`src/rtl/channel_pkg.sv`:
```
// ----------------------------------------------------------------------------
// channel_pkg
// Shared types and constants for the CSP rendezvous channel.
//   chan_state_t        : channel state, also driven on the status port
//   CHAN_DEFAULT_WIDTH  : default token width
//   CHAN_MAX_FL         : largest supported forward-latency setting
//   chan_wait_state()   : non-transfer state implied by the pending flags
// ----------------------------------------------------------------------------
package channel_pkg;

   typedef enum logic [1:0] {
      IDLE      = 2'd0,
      SEND_WAIT = 2'd1,
      RECV_WAIT = 2'd2,
      XFER      = 2'd3
   } chan_state_t;

   localparam int CHAN_DEFAULT_WIDTH = 8;
   localparam int CHAN_MAX_FL        = 15;

   // When both sides are pending but a match is not allowed yet (leaving
   // XFER), the sender's token is reported as the one waiting.
   function automatic chan_state_t chan_wait_state(input logic s_pend,
                                                   input logic r_pend);
      chan_state_t st;
      if (s_pend)      st = SEND_WAIT;
      else if (r_pend) st = RECV_WAIT;
      else             st = IDLE;
      return st;
   endfunction

endpackage

```
`src/rtl/channel_fl_timer.sv`:
```
// ----------------------------------------------------------------------------
// channel_fl_timer
// Forward-latency down-counter. Loads FL on the transfer entry edge and
// counts down by one every cycle until it reaches zero.
//   clk    in  : clock
//   reset  in  : synchronous active-high reset
//   load   in  : transfer entry (match) this cycle
//   busy   out : counter not yet at zero
//   fire   out : counter reaches zero on the coming edge (ack edge)
// ----------------------------------------------------------------------------
module channel_fl_timer
   import channel_pkg::*;
#(
   parameter int FL = 1
) (
   input  logic clk,
   input  logic reset,
   input  logic load,
   output logic busy,
   output logic fire
);

   localparam logic [3:0] FL_LD = 4'(FL);

   logic [3:0] cnt_q;
   logic [3:0] cnt_d;

   always_comb begin
      cnt_d = cnt_q;
      if (load)
         cnt_d = FL_LD;
      else if (cnt_q != 4'd0)
         cnt_d = cnt_q - 4'd1;
   end

   always_ff @(posedge clk) begin
      if (reset)
         cnt_q <= 4'd0;
      else
         cnt_q <= cnt_d;
   end

   assign busy = (cnt_q != 4'd0);
   assign fire = (cnt_q == 4'd1);

endmodule

```
`src/rtl/channel.sv`:
```
// ----------------------------------------------------------------------------
// channel
// Point-to-point CSP rendezvous channel, two-phase handshake on both sides.
// A token moves from sender to receiver only when both have a request
// outstanding; both acks toggle on the same edge, FL cycles after the match.
//   clk, reset           : clock, synchronous active-high reset
//   send_req/send_data   : sender toggle request and token
//   send_ack             : toggles when the token has been taken
//   recv_req             : receiver toggle request
//   recv_data/recv_ack   : delivered token and its toggle ack
//   send_probe           : a Receive is pending (forced low in XFER)
//   recv_probe           : a Send is pending (forced low in XFER)
//   status               : current chan_state_t
// Optional (macro CHANNEL_STATS_EN):
//   xfer_count           : number of completed transfers (wraps)
//   stall_cycles         : cycles spent in SEND_WAIT or RECV_WAIT (wraps)
//
// state     | meaning
// ----------+-------------------------------------------------------------
// IDLE      | nothing pending
// SEND_WAIT | Send pending, waiting for a Receive
// RECV_WAIT | Receive pending, waiting for a Send
// XFER      | token captured; acks toggle after FL cycles, then one exit cycle
// ----------------------------------------------------------------------------
module channel
   import channel_pkg::*;
#(
   parameter int WIDTH = CHAN_DEFAULT_WIDTH,
   parameter int FL    = 0
) (
   input  logic             clk,
   input  logic             reset,
   input  logic             send_req,
   input  logic [WIDTH-1:0] send_data,
   output logic             send_ack,
   input  logic             recv_req,
   output logic [WIDTH-1:0] recv_data,
   output logic             recv_ack,
   output logic             send_probe,
   output logic             recv_probe,
   output logic [1:0]       status
`ifdef CHANNEL_STATS_EN
   ,
   output logic [31:0]      xfer_count,
   output logic [31:0]      stall_cycles
`endif
);

   chan_state_t      state_q, state_d;
   logic             send_ack_q, send_ack_d;
   logic             recv_ack_q, recv_ack_d;
   logic [WIDTH-1:0] data_q, data_d;

   logic s_pend;
   logic r_pend;
   logic match;
   logic ack_tgl;
   logic tmr_busy;
   logic tmr_fire;

   assign s_pend = send_req ^ send_ack_q;
   assign r_pend = recv_req ^ recv_ack_q;

   // No new match while a transfer is still in XFER, which gives the
   // one-transfer-per-two-cycles rate at FL=0.
   assign match = (state_q != XFER) && s_pend && r_pend;

   generate
      if (FL == 0) begin : g_no_fl
         assign tmr_busy = 1'b0;
         assign tmr_fire = 1'b0;
         assign ack_tgl  = match;
      end else begin : g_fl
         channel_fl_timer #(
            .FL (FL)
         ) u_fl_timer (
            .clk   (clk),
            .reset (reset),
            .load  (match),
            .busy  (tmr_busy),
            .fire  (tmr_fire)
         );
         assign ack_tgl = (state_q == XFER) && tmr_fire;
      end
   endgenerate

   always_comb begin
      state_d    = state_q;
      send_ack_d = send_ack_q;
      recv_ack_d = recv_ack_q;
      data_d     = data_q;

      if (match) begin
         data_d  = send_data;
         state_d = XFER;
      end else if (state_q == XFER) begin
         if (!tmr_busy)
            state_d = chan_wait_state(s_pend, r_pend);
      end else begin
         state_d = chan_wait_state(s_pend, r_pend);
      end

      if (ack_tgl) begin
         send_ack_d = ~send_ack_q;
         recv_ack_d = ~recv_ack_q;
      end
   end

   always_ff @(posedge clk) begin
      if (reset) begin
         state_q    <= IDLE;
         send_ack_q <= 1'b0;
         recv_ack_q <= 1'b0;
         data_q     <= '0;
      end else begin
         state_q    <= state_d;
         send_ack_q <= send_ack_d;
         recv_ack_q <= recv_ack_d;
         data_q     <= data_d;
      end
   end

   assign send_ack   = send_ack_q;
   assign recv_ack   = recv_ack_q;
   assign recv_data  = data_q;
   assign status     = state_q;
   assign send_probe = r_pend && (state_q != XFER);
   assign recv_probe = s_pend && (state_q != XFER);

`ifdef CHANNEL_STATS_EN
   logic [31:0] xfer_count_q, xfer_count_d;
   logic [31:0] stall_cycles_q, stall_cycles_d;

   always_comb begin
      xfer_count_d   = xfer_count_q;
      stall_cycles_d = stall_cycles_q;
      if (ack_tgl)
         xfer_count_d = xfer_count_q + 32'd1;
      if ((state_q == SEND_WAIT) || (state_q == RECV_WAIT))
         stall_cycles_d = stall_cycles_q + 32'd1;
   end

   always_ff @(posedge clk) begin
      if (reset) begin
         xfer_count_q   <= 32'd0;
         stall_cycles_q <= 32'd0;
      end else begin
         xfer_count_q   <= xfer_count_d;
         stall_cycles_q <= stall_cycles_d;
      end
   end

   assign xfer_count   = xfer_count_q;
   assign stall_cycles = stall_cycles_q;
`endif

endmodule

```
`config.mk`:
```
export PLATFORM = sky130hd
export DESIGN_NAME = channel
export DESIGN_NICKNAME = d
export VERILOG_FILES = /design/src/rtl/channel_pkg.sv /design/src/rtl/channel_fl_timer.sv /design/src/rtl/channel.sv
export SDC_FILE = /design/constraint.sdc
export NUM_CORES = 1
export LEC_CHECK = 0
export ABC_CLOCK_PERIOD_IN_PS = 2100
export CAP_MARGIN = 20
export CORE_AREA = 4 4 42 44
export CTS_CLUSTER_DIAMETER = 30
export DETAILED_ROUTE_END_ITERATION = 16
export DIE_AREA = 0 0 46 48
export PLACE_DENSITY = 0.75
export SLEW_MARGIN = 5
export SYNTH_ARGS = -nofsm -noshare
export SYNTH_HDL_FRONTEND = slang
export SYNTH_SLANG_ARGS = --single-unit
```
`constraint.sdc`:
```
create_clock -name clk -period 2.1 [get_ports clk]
set_input_delay 0.63 -clock clk [delete_from_list [all_inputs] [get_ports clk]]
set_output_delay 0.63 -clock clk [all_outputs]
set_load 0.005 [all_outputs]
```
==> Word level (Yosys, flattened, before mapping) <==
Index checks and enable logic that the tools add are counted.
Widths: inputs -> output; s select.
{ "word_totals": {"wordCells": 15, "ff_bits": 12, "inputBits": 12, "out_inout_bits": 14} }
{ "classes": {"eq_ne": 1, "mux": 3, "bitwise": 4, "n_reduce_logical": 3} }
{ "ops": {"columns": ["operator", "count"], "rows": [
  ["$mux 2", 3],
  ["$logic_and 1x1->1", 3],
  ["$ne 2x2->1 const B", 1],
  ["$not 1->1", 2],
  ["$xor 1x1->1", 2]
]} }

==> Depth between registers and ports, before layout <==
Gate-level depths: netlist of run 1.
{ "logic_depth": {"depth_word": 4, "mapped_depth": 3, "ltp_nobuf": 3} }

==> Worst setup path after synthesis of run 1 <==
No wires, ideal clock.
{ "synth_path": {"path_type": "input-to-output", "start": "input send_req", "end": "output recv_probe", "arrival_time_ns": 1.107, "stages": 2, "slack_ns": 0.363, "path_buffers": 0, "required_time_ns": 1.470, "path_cell_list": "xnor2_1 -> nor2_1"} }
{ "synth_between": {"elab_chain_len": 2} }
{ "synth_lines": {"columns": ["item", "line_no", "rtl"], "rows": [
  ["start, declared", "channel.sv:33", "input logic send_req,"],
  ["$xor 1x1->1", "channel.sv:61", "assign s_pend = send_req ^ send_ack_q;"],
  ["$logic_and 1x1->1", "channel.sv:128", "assign recv_probe = s_pend && (state_q != XFER);"],
  ["end, declared", "channel.sv:40", "output logic recv_probe,"]
]} }
No other way between the ends.

==> Worst setup path in the final report of run 1 <==
{ "layout_path": {"start": "input recv_req", "end": "output send_probe"} }
{ "layout_between": {"elab_chain_len": 2} }
{ "layout_lines": {"columns": ["item", "line_no", "rtl"], "rows": [
  ["start, declared", "channel.sv:36", "input logic recv_req,"],
  ["$xor 1x1->1", "channel.sv:62", "assign r_pend = recv_req ^ recv_ack_q;"],
  ["$logic_and 1x1->1", "channel.sv:127", "assign send_probe = r_pend && (state_q != XFER);"],
  ["end, declared", "channel.sv:39", "output logic send_probe,"]
]} }
No other way between the ends.

==> tab_implementation.tex, run 1 <==
\begin{tabular}{lr}
\hline
Metric & Value \\
\hline
\multicolumn{2}{l}{\textbf{Run status}} \\
Result of the run & finished, final reports clean \\
\multicolumn{2}{l}{\textbf{Min path}} \\
Hold/Removal Path Class & reg2reg \\
Worst hold endpoint & recv\_data[1] \\
Min-Delay Path Depth & 2 \\
Min-Delay Startpoint & recv\_data[1] \\
\multicolumn{2}{l}{\textbf{Yosys}} \\
Synthesized netlist cell count & 54 \\
Share of async-settable or async-resettable flops after synthesis & 0\% \\
Most frequently used cell type in the post-synthesis netlist & sky130\_fd\_sc\_hd\_\_nand2b\_1 \\
Post-synth net total & 66 \\
\#FFs+latches synth & 12 \\
Mean Syn Cell Area & 9.75 sq um \\
Fraction of the yosys area taken by sequential cells & 45.6\% \\
Cell variety after synth & 13 \\
Top FF cell, synth & sky130\_fd\_sc\_hd\_\_dfxtp\_1 \\
Post-synth top area share & 45.6\% \\
Warnings from Yosys & 0 \\
Most instantiated cells after synthesis & 16 x sky130\_fd\_sc\_hd\_\_nand2b\_1, 12 x sky130\_fd\_sc\_hd\_\_dfxtp\_1, 8 x sky130\_fd\_sc\_hd\_\_mux2i\_1 \\
Number of enable flip-flop cells after synthesis & 0 \\
Mapped Area & 527 sq um \\
Area contributors post-synth & sky130\_fd\_sc\_hd\_\_dfxtp\_1 46\%, sky130\_fd\_sc\_hd\_\_nand2b\_1 19\%, sky130\_fd\_sc\_hd\_\_mux2i\_1 15\% \\
Synth area leader & sky130\_fd\_sc\_hd\_\_dfxtp\_1 \\
\multicolumn{2}{l}{\textbf{CTS}} \\
PostCTS Resize Cnt & 6 \\
Worst-Skew Late Latency & 260 ps \\
Clock tree from TritonCTS & yes \\
H-tree lvl count & 1 \\
Max Buffers Root-to-Sink & 2 \\
Clock root cell & sky130\_fd\_sc\_hd\_\_clkbuf\_4 \\
Hold buffers post-CTS & 0 \\
Total CTS buffers & 3 \\
Clock slew seen by the registers of the worst setup and hold paths & 70 ps \\
Total clock sinks & 12 \\
Post-CTS Setup Bufs & 0 \\
\multicolumn{2}{l}{\textbf{Routing}} \\
Final wirelength & 1090 um \\
DRC violation count after routing & 0 \\
Vias per cell & 4.51 \\
Routed via count & 456 \\
Avg WL per Cell & 10.8 um \\
ANT nets after route & 0 \\
Initial drt markers & 5 \\
Number of iterations in the first detailed-routing pass & 5 \\
\multicolumn{2}{l}{\textbf{Timing}} \\
Max-slew violation count & 0 \\
RSZ-0062 raised after global routing & no \\
Clock tree skew after final layout & 3.59 ps \\
Minimum period implied by the final worst setup slack & 1990 ps \\
Highest Clock Rate & 502 MHz \\
Part of the cycle the worst path needs & 94.8\% \\
Count of final setup violators & 0 \\
Final hold violation count & 0 \\
Worst slew margin relative to its limit & 68.9\% \\
Post-Route Setup TNS & 0 ps \\
Measured slew at the worst slew-check pin & 465 ps \\
\multicolumn{2}{l}{\textbf{Floorplan}} \\
Die area & 2210 sq um \\
Initial Utilization & 36.7\% \\
Horiz. Die Dim & 46 um \\
Die Y-Extent & 48 um \\
Number of core rows & 14 \\
CORE AREA & 1440 sq um \\
Top-Level Pins & 26 \\
\multicolumn{2}{l}{\textbf{Setup path}} \\
Slowest Stage Delay on Critical Path & 270 ps \\
Crit path top cell by count & sky130\_fd\_sc\_hd\_\_dlygate4sd2\_1 \\
Ordered list of cells on the worst path & dlygate4sd2\_1, xnor2\_2, nor2\_1, dlygate4sd2\_1 \\
R2R Path Start & send\_ack \\
Category of the most critical setup path & in2out \\
Slowest-stage cell, CP & sky130\_fd\_sc\_hd\_\_dlygate4sd2\_1 \\
Startpoint class of the critical path & input port \\
Required @ worst endpoint & 1470 ps \\
Beginning of the critical path & recv\_req \\
Cell count of the worst reg-to-reg path & 5 \\
Critical Path Fanout Max & 2 \\
Nature of the critical path endpoint & output pin \\
Endpoint of the worst register-to-register path & recv\_data[6] \\
Worst-case register-to-register setup slack & 840 ps \\
Worst endpoint data arrival time & 1360 ps \\
\multicolumn{2}{l}{\textbf{Finish}} \\
Fraction of final layout cells with drive strength greater than 1 & 12.9\% \\
End-of-flow core utilization & 59.8\% \\
Antenna diode instance count & 0 \\
Area grow syn2layout & 63.2\% \\
Nets & 99 \\
\multicolumn{2}{l}{\textbf{GRT}} \\
Vias in the first global route & 446 \\
Antenna violations before repair & 0 \\
Maximum number of pins on one net before global-route repair & 20 \\
Overall track demand over capacity in global routing & 10.8\% \\
Grt total ovfl & 0 \\
Wire length of the first global-routing pass & 1700 um \\
\multicolumn{2}{l}{\textbf{Placed design}} \\
Count of buffers inserted at the top-level ports & 25 \\
Total half-perimeter wirelength after legalization and detailed placement & 805 um \\
GPL Wtd Cong & 0.744 \\
\multicolumn{2}{l}{\textbf{Power and ir drop}} \\
Worst VDD drop & 0.000398 V \\
P per Cell Area & 643 nW/um\^{}2 \\
Static leakage & 0.333 nW \\
\multicolumn{2}{l}{\textbf{Flow run}} \\
Maximum Capacitance Violations & 0 \\
\hline
\end{tabular}
==> cell families after synthesis <==
| kind of cell | count (synthesis) | share of synthesized area [%] |
|---|---|---|
| flops | 12 | 45.6 |
| simple gates | 26 | 30.6 |
| xor+xnor | 2 | 3.33 |
| buf+inv | 2 | 1.43 |
| mux | 8 | 15.2 |
| compound gates | 4 | 3.80 |
==> sequential cells by signal, summed over array words and instances (netlist names) <==
signal / flops
status: 2
recv_ack: 1
send_ack: 1
recv_data: 8
==> critical path, delay by kind of cell <==
family | cells | cell delay (ps)
XOR/XNOR | 1 | 150
buffers and inverters | 2 | 530
AND/OR/NAND/NOR | 1 | 50
==> cells in the final DEF (no fill, tap or decap) <==
cell type / instances
sky130_fd_sc_hd__clkdlybuf4s50_1: 21
sky130_fd_sc_hd__nand2b_1: 16
sky130_fd_sc_hd__dfxtp_1: 12
sky130_fd_sc_hd__mux2i_1: 8
sky130_fd_sc_hd__buf_4: 5
sky130_fd_sc_hd__nor2_1: 4
sky130_fd_sc_hd__dlygate4sd2_1: 4
sky130_fd_sc_hd__clkbuf_4: 3
sky130_fd_sc_hd__xnor2_2: 2
sky130_fd_sc_hd__nand3b_1: 2
sky130_fd_sc_hd__o21ai_0: 2
sky130_fd_sc_hd__a21oi_1: 2
sky130_fd_sc_hd__and2_0: 1
sky130_fd_sc_hd__nor3_4: 1
sky130_fd_sc_hd__nand2_1: 1
sky130_fd_sc_hd__nor3_1: 1
==> where the power goes <==
group / leakage (nW) / switching (mW) / internal, mW / total, mW
Combinational: 0.220 / 0.0564 / 0.105 / 0.162
Clock: 0.0138 / 0.0627 / 0.0660 / 0.129
Sequential: 0.0986 / 0.0136 / 0.249 / 0.263
==> worst max path at each step <==
stage / end / depth (start not counted)
finish: send_probe / 4
global route: recv_probe / 4
CTS: recv_probe / 4
detailed placement: recv_probe / 4
global placement: recv_probe / 4
floorplan: recv_probe / 2
==> per-stage QoR <==
| stage | area (sq um) | total power [mW] | setup WS, ps | instances | hold WS (ps) |
|---|---|---|---|---|---|
| after floorplan | 527 | 0.332 | 363 | 54 | 465 |
| after global placement | 827 | 0.430 | -346 | 98 | 458 |
| after detailed placement | 827 | 0.431 | -342 | 98 | 469 |
| after CTS | 860 | 0.562 | 98.3 | 101 | 479 |
| after global routing | 860 | 0.587 | 46.2 | 101 | 493 |
| final | 860 | 0.553 | 109 | 101 | 477 |
==> cell type report <==
type,count,area [sq um]
fill,128,577
multi-input combinational,40,294
timing repair buffer,30,283
sequential,12,240
clock buffer,3,22.5
tap,16,20.0
==> per-layer routing <==
metal	vias to the layer above	global-route usage, %	routed length (um)
li1	239	-	-
met1	197	13.9	533
met4	0	6.82	0
met5	-	0	0
met2	20	16.2	467
met3	0	2.63	90
Note: power is estimated with default switching activity, not from simulation.
==> run 2, diff against run 1 <==
SKIP_LAST_GASP = 1   (was not set)
==> results of run 2 <==
The final DEF is identical to that of run 1; final timing and power are the same.
==> run 3, diff against run 2 <==
CORE_AREA = 4 4 41 43   (was 4 4 42 44)
CTS_CLUSTER_DIAMETER = not set   (was 30)
DIE_AREA = 0 0 45 47   (was 0 0 46 48)
DONT_BUFFER_PORTS = 1   (was not set)
PLACE_DENSITY = 0.54   (was 0.75)
==> run 3 against run 2 <==
Register-to-register slack worse by 140 ps. Wire length fell by 8.9%. Die area down 4.2%. Clock power is 5% higher. Critical path depth down 2. Hold slack worse by 51 ps. Non-clock buffer count fell by 30. Via count shrank 20%. Worst setup slack improved by 170 ps. Flip-flop and latch count unchanged. Largest cell class unchanged. Highest routed layer is now met4.
==> tab_implementation.tex, run 3 (synthesized netlist as in run 1, its figures left out) <==
\begin{tabular}{lr}
\hline
Metric & Value \\
\hline
\multicolumn{2}{l}{\textbf{Routing}} \\
Avg WL per Cell & 14.2 um (+31\%) \\
Vias per cell & 5.20 (+15\%) \\
Final wirelength & 994 um (-8.9\%) \\
Initial drt markers & 2 (-3) \\
Number of iterations in the first detailed-routing pass & 2 (-3) \\
ANT nets after route & 0 (unchanged) \\
Routed via count & 364 (-20\%) \\
DRC violation count after routing & 0 (unchanged) \\
\multicolumn{2}{l}{\textbf{Finish}} \\
Leading cell type in the layout, fill and taps excluded & sky130\_fd\_sc\_hd\_\_nand2b\_1 \\
End-of-flow core utilization & 43.1\% (-17 points) \\
Filler cell count & 147 (+15\%) \\
Area of the multi-input gates & 279 sq um (-5.1\%) \\
Fraction of final layout cells with drive strength greater than 1 & 7.27\% (-5.7 points) \\
Area grow syn2layout & 6.41\% \\
Max reg flops & 8 (unchanged) \\
Antenna diode instance count & 0 (unchanged) \\
Nets & 69 (-30\%) \\
Most frequent cells in the layout & 16 x sky130\_fd\_sc\_hd\_\_nand2b\_1, 12 x sky130\_fd\_sc\_hd\_\_dfxtp\_1, 8 x sky130\_fd\_sc\_hd\_\_mux2i\_1 \\
Register cell area after layout & 240 sq um (unchanged) \\
\multicolumn{2}{l}{\textbf{Placed design}} \\
GPL Wtd Cong & 0.731 (-1.8\%) \\
Count of buffers inserted at the top-level ports & 0 (-100\%) \\
Total half-perimeter wirelength after legalization and detailed placement & 769 um (-4.5\%) \\
Minimum setup slack after placement & 281 ps (+623 ps) \\
\multicolumn{2}{l}{\textbf{Power and ir drop}} \\
Total Power & 470 uW (-15\%) \\
Static leakage & 0.199 nW (-40\%) \\
Worst VDD drop & 0.000304 V (-24\%) \\
P per Cell Area & 838 nW/um\^{}2 (+30\%) \\
\multicolumn{2}{l}{\textbf{Setup path}} \\
Category of the most critical setup path & reg2out \\
Critical Path Fanout Max & 6 (+4) \\
Nature of the critical path endpoint & output pin \\
Cell count of the worst reg-to-reg path & 3 (-2) \\
R2R Path Start & status[0] \\
Worst endpoint data arrival time & 1190 ps (-170 ps) \\
Worst-case register-to-register setup slack & 700 ps (-140 ps) \\
Startpoint class of the critical path & flip-flop \\
Endpoint of the worst register-to-register path & recv\_data[4] \\
Required @ worst endpoint & 1470 ps (about the same) \\
\multicolumn{2}{l}{\textbf{Flow run}} \\
Maximum Capacitance Violations & 0 (unchanged) \\
\multicolumn{2}{l}{\textbf{Timing}} \\
Part of the cycle the worst path needs & 86.5\% (-8.3 points) \\
Measured slew at the worst slew-check pin & 538 ps (+72.8 ps) \\
Clock tree skew after final layout & 3.92 ps (+0.336 ps) \\
Count of final setup violators & 0 (unchanged) \\
Minimum period implied by the final worst setup slack & 1820 ps (-174 ps) \\
RSZ-0062 raised after global routing & no \\
Final hold violation count & 0 (unchanged) \\
Worst slew margin relative to its limit & 63.9\% (-5.0 points) \\
Highest Clock Rate & 550 MHz (+9.5\%) \\
Post-Route Setup TNS & 0 ps (unchanged) \\
Worst Slack Setup Final & 283 ps (+174 ps) \\
Max-slew violation count & 0 (unchanged) \\
\multicolumn{2}{l}{\textbf{GRT}} \\
Vias in the first global route & 403 (-9.6\%) \\
Maximum number of pins on one net before global-route repair & 21 (+5.0\%) \\
Wire length of the first global-routing pass & 1660 um (-2.1\%) \\
Overall track demand over capacity in global routing & 11.2\% (+0.35 points) \\
Antenna violations before repair & 0 (unchanged) \\
Grt total ovfl & 0 (unchanged) \\
\multicolumn{2}{l}{\textbf{CTS}} \\
Worst-Skew Late Latency & 260 ps (about the same) \\
PostCTS Resize Cnt & 0 (-6) \\
Post-CTS Setup Bufs & 0 (unchanged) \\
Max Buffers Root-to-Sink & 2 (unchanged) \\
Total clock sinks & 12 (unchanged) \\
Total CTS buffers & 3 (unchanged) \\
Clock root cell & sky130\_fd\_sc\_hd\_\_clkbuf\_4 \\
Hold buffers post-CTS & 0 (unchanged) \\
Clock tree from TritonCTS & yes \\
H-tree lvl count & 1 (unchanged) \\
Clock slew seen by the registers of the worst setup and hold paths & 70 ps (about the same) \\
\multicolumn{2}{l}{\textbf{Min path}} \\
Worst hold endpoint & send\_ack \\
Min-Delay Path Depth & 1 (-1) \\
Hold/Removal Path Class & in2reg \\
Min-Delay Startpoint & reset \\
\multicolumn{2}{l}{\textbf{Floorplan}} \\
Die area & 2120 sq um (-4.2\%) \\
Initial Utilization & 40.5\% (+3.8 points) \\
Horiz. Die Dim & 45 um (-2.2\%) \\
Top-Level Pins & 26 (unchanged) \\
Number of core rows & 13 (-1) \\
Die Y-Extent & 47 um (-2.1\%) \\
CORE AREA & 1300 sq um (-9.4\%) \\
\multicolumn{2}{l}{\textbf{Run status}} \\
Result of the run & finished, final reports clean \\
\hline
\end{tabular}
-- run 3: cell type report --
class	count	share of cell area, %
multi-input cells	40	49.8
flip-flops and latches	12	42.9
clock buffers	3	4.02
well taps	15	3.35
-- run 3: critical path, cell delays in order (launching register included) --
cell	delay [ps]
sky130_fd_sc_hd__dfxtp_1	340
sky130_fd_sc_hd__xnor2_1	470
sky130_fd_sc_hd__nor2_1	120
-- run 3: worst max path at each step --
| stage | start | endpoint | slack, ps | cells after the start |
|---|---|---|---|---|
| floorplan | send_req | recv_probe | 360 | 2 |
| global placement | send_req | recv_probe | 320 | 2 |
| detailed placement | recv_req | send_probe | 280 | 2 |
| CTS | send_ack | recv_probe | 260 | 2 |
| global route | send_ack | recv_probe | 170 | 2 |
| finish | send_ack | recv_probe | 280 | 2 |
-- run 3: metal layers --
metal | GRT usage, % | wire length, um | share of wire [%] | vias to the layer above
met5 | 0 | 0 | 0 | -
li1 | - | - | - | 183
met3 | 4.60 | 89 | 9.0 | 2
met2 | 18.4 | 517 | 52 | 17
met4 | 8.77 | 9 | 0.91 | 0
met1 | 11.3 | 376 | 38 | 162
-- run 3: report_power, final --
group          internal (mW)  switching [mW]
logic                 0.0336          0.0343
clock network         0.0661          0.0692
registers              0.249          0.0172
total                  0.349           0.121
-- run 3: stage by stage --
step	hold WS, ps	cell area [sq um]	instances
3_3_place_gp	483	538	67
4_1_cts	410	561	70
5_1_grt	414	561	70
3_5_place_dp	492	538	67
6_report	426	561	70
2_1_floorplan	465	527	54
